$ cat src/rtl/core_run_controller_if.sv
// core_run_controller_if: command, core-control, debug-port and dump-stream signals of the run controller
interface core_run_controller_if #(
    parameter int DATA_WIDTH = 32,
    parameter int CNT_WIDTH  = 16
);
    logic                  cmd_valid;
    logic                  cmd_ready;
    logic [1:0]            cmd_op;
    logic [CNT_WIDTH-1:0]  cmd_arg;
    logic [DATA_WIDTH-1:0] pc;
    logic                  bp_en;
    logic [DATA_WIDTH-1:0] bp_addr;
    logic                  core_en;
    logic [4:0]            debug_sel;
    logic [DATA_WIDTH-1:0] debug_data;
    logic                  dump_valid;
    logic                  dump_ready;
    logic [DATA_WIDTH-1:0] dump_data;
    logic                  dump_last;
    logic                  halted;
    logic                  bp_hit;

    // Environment side: command decoder, datapath and UART TX.
    modport master (
        output cmd_valid, cmd_op, cmd_arg, pc, bp_en, bp_addr, debug_data, dump_ready,
        input  cmd_ready, core_en, debug_sel, dump_valid, dump_data, dump_last, halted, bp_hit
    );

    // Controller side.
    modport slave (
        input  cmd_valid, cmd_op, cmd_arg, pc, bp_en, bp_addr, debug_data, dump_ready,
        output cmd_ready, core_en, debug_sel, dump_valid, dump_data, dump_last, halted, bp_hit
    );
endinterface

$ cat src/rtl/core_run_controller.sv
// core_run_controller: run/halt/step/dump sequencer for the single-cycle core; breakpoint logic under BREAKPOINT_EN
module core_run_controller #(
    parameter int DATA_WIDTH = 32,
    parameter int CNT_WIDTH  = 16,
    parameter int REG_COUNT  = 32
) (
    input logic                 clk,
    input logic                 reset,
    core_run_controller_if.slave bus
);
    typedef enum logic [1:0] {HALT = 2'd0, RUN = 2'd1, STEP = 2'd2, DUMP = 2'd3} state_e;

    localparam logic [1:0] OP_HALT = 2'd0;
    localparam logic [1:0] OP_RUN  = 2'd1;
    localparam logic [1:0] OP_STEP = 2'd2;
    localparam logic [1:0] OP_DUMP = 2'd3;
    localparam logic [4:0] LAST_IDX = 5'(REG_COUNT - 1);

    state_e               state_q, state_d;
    logic [CNT_WIDTH-1:0] step_cnt_q, step_cnt_d;
    logic [4:0]           dump_idx_q, dump_idx_d;
    logic                 bp_hit_q, bp_hit_d;
    logic                 skip_bp_q, skip_bp_d;

    logic cmd_fire, dump_fire, dump_at_last, executing, resume, bp_stop;

    assign cmd_fire     = bus.cmd_valid && bus.cmd_ready;
    assign dump_fire    = bus.dump_valid && bus.dump_ready;
    assign dump_at_last = dump_idx_q == LAST_IDX;
    assign executing    = state_q == RUN || state_q == STEP;
    // A resume re-arms the breakpoint skip so the instruction sitting at bp_addr can retire.
    assign resume       = state_q == HALT && cmd_fire &&
                          (bus.cmd_op == OP_RUN || (bus.cmd_op == OP_STEP && bus.cmd_arg != '0));

`ifdef BREAKPOINT_EN
    assign bp_stop = bus.bp_en && bus.pc == bus.bp_addr && executing && !skip_bp_q;
`else
    logic unused_bp;
    assign bp_stop   = 1'b0;
    assign unused_bp = &{1'b0, bus.bp_en, bus.bp_addr, skip_bp_q, bp_hit_q};
`endif

    // State and counters; reset wins over any command or handshake.
    always_ff @(posedge clk) begin
        if (reset) begin
            state_q    <= HALT;
            step_cnt_q <= '0;
            dump_idx_q <= '0;
            bp_hit_q   <= 1'b0;
            skip_bp_q  <= 1'b0;
        end else begin
            state_q    <= state_d;
            step_cnt_q <= step_cnt_d;
            dump_idx_q <= dump_idx_d;
            bp_hit_q   <= bp_hit_d;
            skip_bp_q  <= skip_bp_d;
        end
    end

    // Next state: breakpoint stop outranks a same-cycle HALT command.
    always_comb begin
        state_d = state_q;
        case (state_q)
            HALT: if (cmd_fire)
                state_d = bus.cmd_op == OP_RUN  ? RUN  :
                          bus.cmd_op == OP_DUMP ? DUMP :
                          resume                ? STEP : HALT;
            RUN:  if (bp_stop || (cmd_fire && bus.cmd_op == OP_HALT)) state_d = HALT;
            STEP: if (bp_stop || step_cnt_q == CNT_WIDTH'(1)) state_d = HALT;
            DUMP: if (dump_fire && dump_at_last) state_d = HALT;
        endcase
        step_cnt_d = bp_stop                                                   ? '0 :
                     state_q == HALT && cmd_fire && bus.cmd_op == OP_STEP      ? bus.cmd_arg :
                     state_q == STEP                                           ? step_cnt_q - CNT_WIDTH'(1) :
                                                                                 step_cnt_q;
        dump_idx_d = state_q == HALT && cmd_fire && bus.cmd_op == OP_DUMP ? 5'd0 :
                     dump_fire                                           ? (dump_at_last ? 5'd0 : dump_idx_q + 5'd1) :
                                                                           dump_idx_q;
        bp_hit_d   = bp_stop ? 1'b1 : resume ? 1'b0 : bp_hit_q;
        skip_bp_d  = resume ? 1'b1 : executing ? 1'b0 : skip_bp_q;
    end

    // Outputs: the core is frozen in DUMP, so debug_data stays stable while TX stalls.
    always_comb begin
        bus.cmd_ready  = state_q == HALT || state_q == RUN;
        bus.core_en    = executing && !bp_stop;
        bus.debug_sel  = state_q == DUMP ? dump_idx_q : 5'd0;
        bus.dump_valid = state_q == DUMP;
        bus.dump_data  = bus.debug_data;
        bus.dump_last  = state_q == DUMP && dump_at_last;
        bus.halted     = state_q == HALT;
`ifdef BREAKPOINT_EN
        bus.bp_hit     = bp_hit_q;
`else
        bus.bp_hit     = 1'b0;
`endif
    end
endmodule

$ cat src/flat_wrapper.sv
// flat-port wrapper written by rule: the top's interface ports become plain ports
module core_run_controller_flat 
#(
    parameter int DATA_WIDTH = 32,
    parameter int CNT_WIDTH  = 16,
    parameter int REG_COUNT  = 32
)
  (clk, reset, bus_cmd_valid, bus_cmd_op, bus_cmd_arg, bus_pc, bus_bp_en, bus_bp_addr, bus_debug_data, bus_dump_ready, bus_cmd_ready, bus_core_en, bus_debug_sel, bus_dump_valid, bus_dump_data, bus_dump_last, bus_halted, bus_bp_hit);
  core_run_controller_if #(.DATA_WIDTH(DATA_WIDTH), .CNT_WIDTH(CNT_WIDTH)) bus_i ();
  input logic clk;
  input logic reset;
  input wire logic [$bits(bus_i.cmd_valid)-1:0] bus_cmd_valid;
  input wire logic [$bits(bus_i.cmd_op)-1:0] bus_cmd_op;
  input wire logic [$bits(bus_i.cmd_arg)-1:0] bus_cmd_arg;
  input wire logic [$bits(bus_i.pc)-1:0] bus_pc;
  input wire logic [$bits(bus_i.bp_en)-1:0] bus_bp_en;
  input wire logic [$bits(bus_i.bp_addr)-1:0] bus_bp_addr;
  input wire logic [$bits(bus_i.debug_data)-1:0] bus_debug_data;
  input wire logic [$bits(bus_i.dump_ready)-1:0] bus_dump_ready;
  output wire logic [$bits(bus_i.cmd_ready)-1:0] bus_cmd_ready;
  output wire logic [$bits(bus_i.core_en)-1:0] bus_core_en;
  output wire logic [$bits(bus_i.debug_sel)-1:0] bus_debug_sel;
  output wire logic [$bits(bus_i.dump_valid)-1:0] bus_dump_valid;
  output wire logic [$bits(bus_i.dump_data)-1:0] bus_dump_data;
  output wire logic [$bits(bus_i.dump_last)-1:0] bus_dump_last;
  output wire logic [$bits(bus_i.halted)-1:0] bus_halted;
  output wire logic [$bits(bus_i.bp_hit)-1:0] bus_bp_hit;
  assign bus_i.cmd_valid = bus_cmd_valid;
  assign bus_i.cmd_op = bus_cmd_op;
  assign bus_i.cmd_arg = bus_cmd_arg;
  assign bus_i.pc = bus_pc;
  assign bus_i.bp_en = bus_bp_en;
  assign bus_i.bp_addr = bus_bp_addr;
  assign bus_i.debug_data = bus_debug_data;
  assign bus_i.dump_ready = bus_dump_ready;
  assign bus_cmd_ready = bus_i.cmd_ready;
  assign bus_core_en = bus_i.core_en;
  assign bus_debug_sel = bus_i.debug_sel;
  assign bus_dump_valid = bus_i.dump_valid;
  assign bus_dump_data = bus_i.dump_data;
  assign bus_dump_last = bus_i.dump_last;
  assign bus_halted = bus_i.halted;
  assign bus_bp_hit = bus_i.bp_hit;
  core_run_controller #(.DATA_WIDTH(DATA_WIDTH), .CNT_WIDTH(CNT_WIDTH), .REG_COUNT(REG_COUNT)) u_core (.clk(clk), .reset(reset), .bus(bus_i));
endmodule
$ cat config.mk
export PLATFORM = sky130hd
export DESIGN_NAME = core_run_controller_flat
export DESIGN_NICKNAME = d
export VERILOG_FILES = /design/src/rtl/core_run_controller_if.sv /design/src/rtl/core_run_controller.sv /design/src/flat_wrapper.sv
export SDC_FILE = /design/constraint.sdc
export NUM_CORES = 1
export LEC_CHECK = 0
export ABC_AREA = 1
export CAP_MARGIN = 25
export CORE_MARGIN = 2
export CORE_UTILIZATION = 29
export CTS_CLUSTER_DIAMETER = 80
export DETAILED_ROUTE_END_ITERATION = 12
export PLACE_DENSITY = 0.88
export SYNTH_ARGS = -nofsm -noshare
export SYNTH_HDL_FRONTEND = slang
export SYNTH_SLANG_ARGS = --single-unit
$ cat constraint.sdc
create_clock -name clk -period 1.6 [get_ports clk]
set_input_delay 0.24 -clock clk [delete_from_list [all_inputs] [get_ports clk]]
set_output_delay 0.24 -clock clk [all_outputs]
set_load 0.02 [all_outputs]
**After elaboration in Yosys (flattened, before gate mapping)**

Index checks and enable logic that the tools add are counted.

- Output and inout port bits: 43
- Word-level logic and storage cells: 48
- Flip-flop bits (word level): 23
- Input port bits: 119

- Add/subtract/negate cells: 2
- Reductions and logical operators: 19
- Eq/ne operators: 12
- Multiplexer cells: 12

Operator list:

| kind | number |
|---|---|
| $mux W16 | 2 |
| $eq A16 B1 Y1 const B | 1 |
| $reduce_bool A16 Y1 | 1 |
| $sub A16 B1 Y16 const B | 1 |
| $mux W2 | 7 |
| $logic_and A1 B1 Y1 | 10 |
| $mux W5 | 2 |
| $eq A2 B2 Y1 const B | 4 |
| $pmux W2 S4 | 1 |
| $add A5 B1 Y5 const B | 1 |
| $eq A5 B5 Y1 const B | 1 |
| $eq A2 B1 Y1 const B | 2 |
| $logic_not A2 Y1 | 2 |
| $ne A2 B1 Y1 const B | 2 |
| $ne A2 B2 Y1 const B | 2 |
| $reduce_and A4 Y1 | 1 |
| $logic_or A1 B1 Y1 | 3 |
| $reduce_bool A2 Y1 | 1 |
| $reduce_or A2 Y1 | 1 |

**Longest topological paths before layout**

Gate-level depths: netlist of run 1.

- Depth after elaboration: 10
- Depth in mapped cells: 11
- Depth with buffers taken out: 11

**Worst setup path after synthesis of run 1**

No wires, ideal clock.

- Path kind: flip-flop to flip-flop
- Start: reg u_core.state_q[0]
- End: reg u_core.step_cnt_q[10]
- Period minus slack after synthesis: 1.662 ns
- Path buffers: 1
- Path slack: -0.062 ns
- Stages on the path, launching flop included: 9
- Arrival: 1.535 ns
- Required time: 1.472 ns
- Cells stage by stage: dfxtp_1 inv_1 ha_1 nand2_1 nor3_4 nor2_2 buf_2 a21oi_2 nor2_1

- Cells in the longest elaborated chain, start to end: 6

Ends and longest elaborated chain:

| item | RTL line | text |
|---|---|---|
| start, declared | core_run_controller.sv:19 | `state_e state_q, state_d;` |
| start signal, assigned | core_run_controller.sv:52 | `state_q <= state_d;` |
| $logic_not A2 Y1 (*) | n/a |  |
| named net bus_halted | flat_wrapper.sv:26 | `output wire logic [$bits(bus_i.halted)-1:0] bus_halted;` |
| $logic_or A1 B1 Y1 | core_run_controller.sv:85 | `bus.cmd_ready = state_q == HALT \|\| state_q == RUN;` |
| $logic_and A1 B1 Y1 | core_run_controller.sv:27 | `assign cmd_fire = bus.cmd_valid && bus.cmd_ready;` |
| $logic_and A1 B1 Y1 (*) (2 in a row) | core_run_controller.sv:73 | `state_q == HALT && cmd_fire && bus.cmd_op == OP_STEP ? bus.cmd_arg :` |
| $mux W16 / $reduce_bool A2 Y1 (equally long branches) | n/a |  |
| end signal, assigned | core_run_controller.sv:53 | `step_cnt_q <= step_cnt_d;` |
| end, declared | core_run_controller.sv:20 | `logic [CNT_WIDTH-1:0] step_cnt_q, step_cnt_d;` |

Mark *: on every way through the listed nets, which the timed path passes. The rest lies on a longest branch.
A chain may end at the register's enable or synchronous reset.

**Final worst setup path of run 1**

- Start: reg u_core.dump_idx_q[1]
- End: out bus_dump_last

- Cells in the longest elaborated chain, start to end: 2

Ends and longest elaborated chain:

| item | RTL line | text |
|---|---|---|
| start, declared | core_run_controller.sv:21 | `logic [4:0] dump_idx_q, dump_idx_d;` |
| start signal, assigned | core_run_controller.sv:54 | `dump_idx_q <= dump_idx_d;` |
| $eq A5 B5 Y1 | core_run_controller.sv:29 | `assign dump_at_last = dump_idx_q == LAST_IDX;` |
| $logic_and A1 B1 Y1 | core_run_controller.sv:90 | `bus.dump_last = state_q == DUMP && dump_at_last;` |
| end, declared | flat_wrapper.sv:25 | `output wire logic [$bits(bus_i.dump_last)-1:0] bus_dump_last;` |

No other way between the ends.

==> results.tsv, run 1 <==
metric	value	unit
number of warnings issued by yosys	0	
# DRC	0	
Final Setup Violations	0	
core area	6350	um^2
Synth Area in XOR/XNOR	5.53	%
first-pass GRT wire length	7220	um
Power, Total	2.22	mW
dpl cells	392	
Layout Skew	0.00303	ns
clk_lat worst skew	0.27	ns
vias in the first global route	1745	
placed cell area	2230	um^2
status	complete, no violations	
Hold Slack	0.480	ns
timing endpoint of the critical path	bus_dump_last	
Die H	84.9	um
Worst Path Arrival	1.32	ns
Cell Pwr Density	933	nW/um^2
Yosys top cell area share	24.2	%
final std cells w/o fill	401	
Post-Syn Area per Cell	6.44	um^2
VDD IR max	0.420	mV
Yosys reg bits	23	
clock tree sinks	23	
RSZ-0062 raised after global routing	yes	
Clock transition at path regs	0.08	ns
antenna viol nets, final	0	
pin count of the biggest net entering global routing	16	
total CTS buffers	3	
simple logic cell fraction of the synthesized area	29.7	%
Starting Density	29.9	%
Synth Area in Compound Gates	11.3	%
clock buffer depth	2	
crit start category	register	
final max-slew violation count	0	
gpl congestion	0.820	
most numerous cell in the Yosys netlist	nand2_1	
FP Rows	29	
Unique masters post-synth	31	
HPWL Detailed	3510	um
ys async rst share	0	%
input/output buffers	31	
Vias	1838	
Fill cells	653	
pre-CTS setup slack	-0.149	ns
routed vias/inst	4.58	
maximum level of the CTS H-tree	1	
Syn Nets	423	
Clock Root Buffer	clkbuf_8	
Layout area overhead	25.1	%
layout cell share with drive strength beyond 1	25.0	%
R2R cell count	10	
top cells by area, synth	dfxtp_1 (24%), nand2_1 (15%), buf_4 (13%)	
die area	7210	um^2
EDFF count, synth	0	
final hold vios	0	
final WL	4630	um
Final TNS setup	0	ns
fin crit period	1.56	ns
Register-to-Register Setup Slack	0.05	ns
CP Class	register to primary output	
setup ws final	0.0384	ns
Cells after Synth	295	
Iter 0 DRT Violations	98	
reg2reg start	u_core.dump_idx_q[1]$_SDFFE_PP0N_	
top post-synthesis cells by count	nand2_1 (74), inv_1 (38), nor2_1 (38), buf_4 (34), dfxtp_1 (23)	
mux share of post-synthesis cell area	0	%
Max Cap Viol	0	
worst-path fanout max	2	
Final Cycle Share	97.6	%
Die Width	84.9	um
# hold bufs at CTS	0	
CTS tree	yes	
FMAX	640	MHz
Min-Delay Path Class	primary input to primary output	
Adder-Cell Fraction of Synth Area	5.93	%
final instance area	2380	um^2
Mapped Area	1900	um^2
Inserted Diodes	0	
crit path launch	u_core.dump_idx_q[1]$_SDFFE_PP0N_	
Total Routing Usage GR	12.3	%
Seq/Total Area, Yosys	24.2	%
I/O pins	162	
Synth area leader	dfxtp_1	
CP endpoint kind	primary output	
worst r2r dst	u_core.state_q[1]$_SDFFE_PP0P_	
NumNets Final	453	
post-layout util	37.4	%
CP Data Required Time	1.36	ns
Leakage Power	1.09	nW
largest family of logic cells by synthesized area	simple AND/OR/NAND/NOR gates	
GRT Residual Overflow	0	
DRT Pass-1 Iters	5	
antenna violations before repair	0	
main flop type after synthesis	dfxtp_1	
Routed WL per cell	11.6	um
-- critical path, cell delays in order (launching register included) --
cell,delay [ns]
dfxtp_2,0.36
ha_4,0.14
nand2_2,0.05
nor2_2,0.09
ha_2,0.19
nand2_1,0.07
inv_2,0.05
buf_6,0.10
-- worst min path at each step --
stage	startpoint	endpoint	slack, ns	depth (start not counted)
6_report	bus_debug_data[11]	bus_dump_data[11]	0.48	0
5_1_grt	bus_debug_data[14]	bus_dump_data[14]	0.48	0
4_1_cts	bus_debug_data[0]	bus_dump_data[0]	0.48	0
3_5_place_dp	bus_debug_data[0]	bus_dump_data[0]	0.48	0
3_3_place_gp	u_core.dump_idx_q[4]$_SDFFE_PP0N_	u_core.dump_idx_q[4]$_SDFFE_PP0N_	0.47	2
2_1_floorplan	bus_cmd_op[0]	u_core.state_q[0]$_SDFFE_PP0P_	0.40	2
-- timing repair --
item / in CTS / in global routing
pin swaps: 6 / 13
resized for setup: 36 / 34
buffers inserted: 2 / 2
endpoints found under the setup margin: 18 / 27
gates cloned: 1 / 0
-- layout by cell type (no fill, tap or decap), drive strengths merged --
master          n
nand2          76
inv            42
nor2           40
buf            39
dfxtp          23
clkdlybuf4s50  21
a21oi          14
o21ai          12
xor2           11
nand3          11
ha              9
a31oi           7
nand4           3
clkbuf          3
or2             3
o211ai          2
dlygate4sd2     2
nor3            1
o21bai          1
xnor2           1
conb            1
clkinv          1
clkdlybuf4s15   1
-- state kept, by name, indices dropped and copies added, names as in the netlist --
| name | cells |
|---|---|
| u_core.dump_idx_q | 5 |
| u_core.state_q | 2 |
| u_core.step_cnt_q | 16 |
-- power by group --
part / switching [mW] / internal (mW)
clock: 0.197 / 0.174
combinational: 0.656 / 0.483
sequential: 0.0639 / 0.643
-- final cells by class --
cell class                      count  area [um^2]  area share, %
Sequential cell                    23          468           19.7
Clock buffer                        3         41.3           1.74
Clock inverter                      1         5.00          0.211
Timing Repair Buffer               63          528           22.2
Multi-Input combinational cell    192         1080           45.3
Tap cell                           77         96.3           4.05
Inverter                           42          160           6.74
-- routing by layer --
| layer | global-route usage, % | wire length [um] | vias to the layer above |
|---|---|---|---|
| met4 | 7.22 | 154 | 0 |
| met5 | 0 | 0 | - |
| met1 | 12.9 | 1830 | 837 |
| met3 | 2.14 | 212 | 20 |
| met2 | 22.8 | 2440 | 46 |
| li1 | - | - | 935 |
-- logic make-up after synthesis --
logic type,after synthesis
compound gates,36
xor+xnor,12
fa+ha+maj,9
buf+inv,80
flops,23
other cells,1
simple gates,134
(Power assumes the default switching activity.)
==> run 2, diff against run 1 <==
Settings changed: SLEW_MARGIN from default to 20.
==> results of run 2 <==
Final layout, timing and power as in run 1 (identical DEF).
==> run 3, diff against run 2 <==
Settings changed: CAP_MARGIN 25 to 40, CELL_PAD_IN_SITES_DETAIL_PLACEMENT from default to 0, CELL_PAD_IN_SITES_GLOBAL_PLACEMENT from default to 1, CORE_UTILIZATION 29 to 18.
==> results.tsv, run 3 (synthesis results as in run 1) <==
metric	value	unit	change
layout cell share with drive strength beyond 1	22.9	%	was 25.0%
# hold bufs at CTS	0		unchanged
Die H	107	um	was 84.9 um
Power, Total	2.20	mW	was 2.22 mW
crit path cell chain	ha_4 -> nand2_2 -> nor2_2 -> ha_2 -> nand2_1 -> inv_1 -> buf_6		was ha_4 -> nand2_2 -> nor2_2 -> ha_2 -> nand2_1 -> inv_2 -> buf_6
gpl congestion	0.853		was 0.820
Clock transition at path regs	0.09	ns	was 0.08 ns
VDD IR max	0.440	mV	was 0.420 mV
Register-to-Register Setup Slack	0.06	ns	was 0.05 ns
Max Cap Viol	0		unchanged
first-pass GRT wire length	7950	um	was 7220 um
vias in the first global route	1767		was 1,745
Hold Slack	0.480	ns	unchanged
most common cell after layout, fill and taps aside	nand2_1		unchanged
max FFs per register	16		unchanged
FP Rows	37		was 29
post-layout util	23.5	%	was 37.4%
Worst Path Arrival	1.32	ns	about the same
Reg with most FFs	u_core.step_cnt_q		unchanged
worst-path fanout max	2		unchanged
Critical-path top delay cell	dfxtp_2		unchanged
WP buf/inv	2		unchanged
setup ws final	0.0370	ns	was 0.0384 ns
HPWL Detailed	3870	um	was 3510 um
dpl cells	452		was 392
RSZ-0062 raised after global routing	yes		unchanged
Vias	1804		was 1,838
pin count of the biggest net entering global routing	16		unchanged
die area	11400	um^2	was 7210 um^2
Layout area overhead	27.3	%	was 25.1%
Die Width	107	um	was 84.9 um
R2R cell count	10		unchanged
clock tree sinks	23		unchanged
Top Registers	u_core.step_cnt_q x16, u_core.dump_idx_q x5, u_core.state_q x2		unchanged
clock buffer depth	2		unchanged
FMAX	640	MHz	about the same
crit start category	register		unchanged
highest-count cells in the layout ignoring fill and taps	nand2_1 (72), nor2_1 (37), inv_1 (35), buf_4 (29), clkdlybuf4s50_1 (21)		was nand2_1 (72), nor2_1 (36), inv_1 (33), buf_4 (28), clkdlybuf4s50_1 (21)
total CTS buffers	3		unchanged
antenna viol nets, final	0		unchanged
antenna violations before repair	0		unchanged
NumNets Final	452		was 453
GRT Residual Overflow	0		unchanged
input/output buffers	31		unchanged
Leakage Power	1.09	nW	about the same
CP Class	register to primary output		unchanged
final std cells w/o fill	459		was 401
Clock Root Buffer	clkbuf_8		unchanged
# DRC	0		unchanged
Min-Delay Path Depth	0		unchanged
CTS tree	yes		unchanged
Hold Crit Start	bus_debug_data[13]		was bus_debug_data[11]
Inserted Diodes	0		unchanged
Worst path max stage delay	0.37	ns	was 0.36 ns
final WL	4830	um	was 4630 um
Starting Density	18.5	%	was 29.9%
worst r2r dst	u_core.state_q[0]$_SDFFE_PP0P_		was u_core.state_q[1]$_SDFFE_PP0P_
placed cell area	2320	um^2	was 2230 um^2
Total Routing Usage GR	8.52	%	was 12.3%
CP endpoint kind	primary output		unchanged
Min-Delay Path Class	primary input to primary output		unchanged
final max-slew violation count	0		unchanged
Final Setup Violations	0		unchanged
Layout Skew	0.00706	ns	was 0.00303 ns
routed vias/inst	3.93		was 4.58
maximum level of the CTS H-tree	1		unchanged
final instance area	2420	um^2	was 2380 um^2
DRT Pass-1 Iters	4		was 5
core area	10300	um^2	was 6350 um^2
Routed WL per cell	10.5	um	was 11.6 um
Iter 0 DRT Violations	121		was 98
I/O pins	162		unchanged
Cell Pwr Density	908	nW/um^2	was 933 nW/um^2
clk_lat worst skew	0.27	ns	about the same
Final TNS setup	0	ns	unchanged
Final Cycle Share	97.7	%	was 97.6%
status	complete, no violations		unchanged
delay-heaviest family, CP	flip-flops		unchanged
fin crit period	1.56	ns	about the same
hold endpoint	bus_dump_data[13]		was bus_dump_data[11]
reg2reg start	u_core.state_q[0]$_SDFFE_PP0P_		was u_core.dump_idx_q[1]$_SDFFE_PP0N_
final hold vios	0		unchanged
CP Data Required Time	1.36	ns	about the same
pre-CTS setup slack	-0.153	ns	was -0.149 ns
-- run 3: worst max path at each step --
stage                     cells past startpoint                               from                                 end  slack [ns]
after floorplan                               8     u_core.state_q[0]$_SDFFE_PP0P_  u_core.step_cnt_q[10]$_SDFFE_PP0P_       0.009
after CTS                                    10  u_core.dump_idx_q[0]$_SDFFE_PP0N_      u_core.state_q[1]$_SDFFE_PP0P_       0.003
after detailed placement                      7  u_core.dump_idx_q[0]$_SDFFE_PP0N_                       bus_dump_last       -0.15
after global placement                        7  u_core.dump_idx_q[0]$_SDFFE_PP0N_                       bus_dump_last       -0.13
final                                         7  u_core.dump_idx_q[1]$_SDFFE_PP0N_                       bus_dump_last        0.04
after global routing                         10  u_core.dump_idx_q[1]$_SDFFE_PP0N_      u_core.state_q[0]$_SDFFE_PP0P_       -0.07
-- run 3: metal layers --
layer	up-vias	global-route usage, %	routed length [um]
li1	933	-	-
met1	817	10.5	2110
met2	46	15.1	2410
met3	8	1.70	279
met4	0	2.13	39
met5	-	0	0
-- run 3: report_power, final --
part | total, mW | switching, mW | internal (mW)
sequential | 0.705 | 0.0626 | 0.642
clock | 0.382 | 0.208 | 0.174
combinational | 1.11 | 0.635 | 0.474
total | 2.20 | 0.905 | 1.29
-- run 3: cell type report --
type	count	area, um^2
fill	1152	7860
multi-input combinational	192	1050
timing repair buffer	62	528
sequential	23	465
tap	136	170
inverter	42	160
clock buffer	3	41.3
clock inverter	1	5.00
-- run 3: worst reg2reg max path, cell delays in order (launching register included) --
cell and delay [ns]:
dfxtp_2 0.35, buf_4 0.14, ha_1 0.20, nor2_1 0.09, inv_1 0.05, buf_4 0.12, nand2_1 0.08, nand3_2 0.09
a21oi_2 0.14, nand3_1 0.09, a21oi_1 0.14
-- run 3: what timing repair did --
| action | 4_1_cts | 5_1_grt |
|---|---|---|
| gates cloned | 0 | 0 |
| setup endpoints to repair | 15 | 28 |
| resized for setup | 36 | 18 |
| pin swaps | 4 | 10 |
| buffers inserted | 2 | 1 |
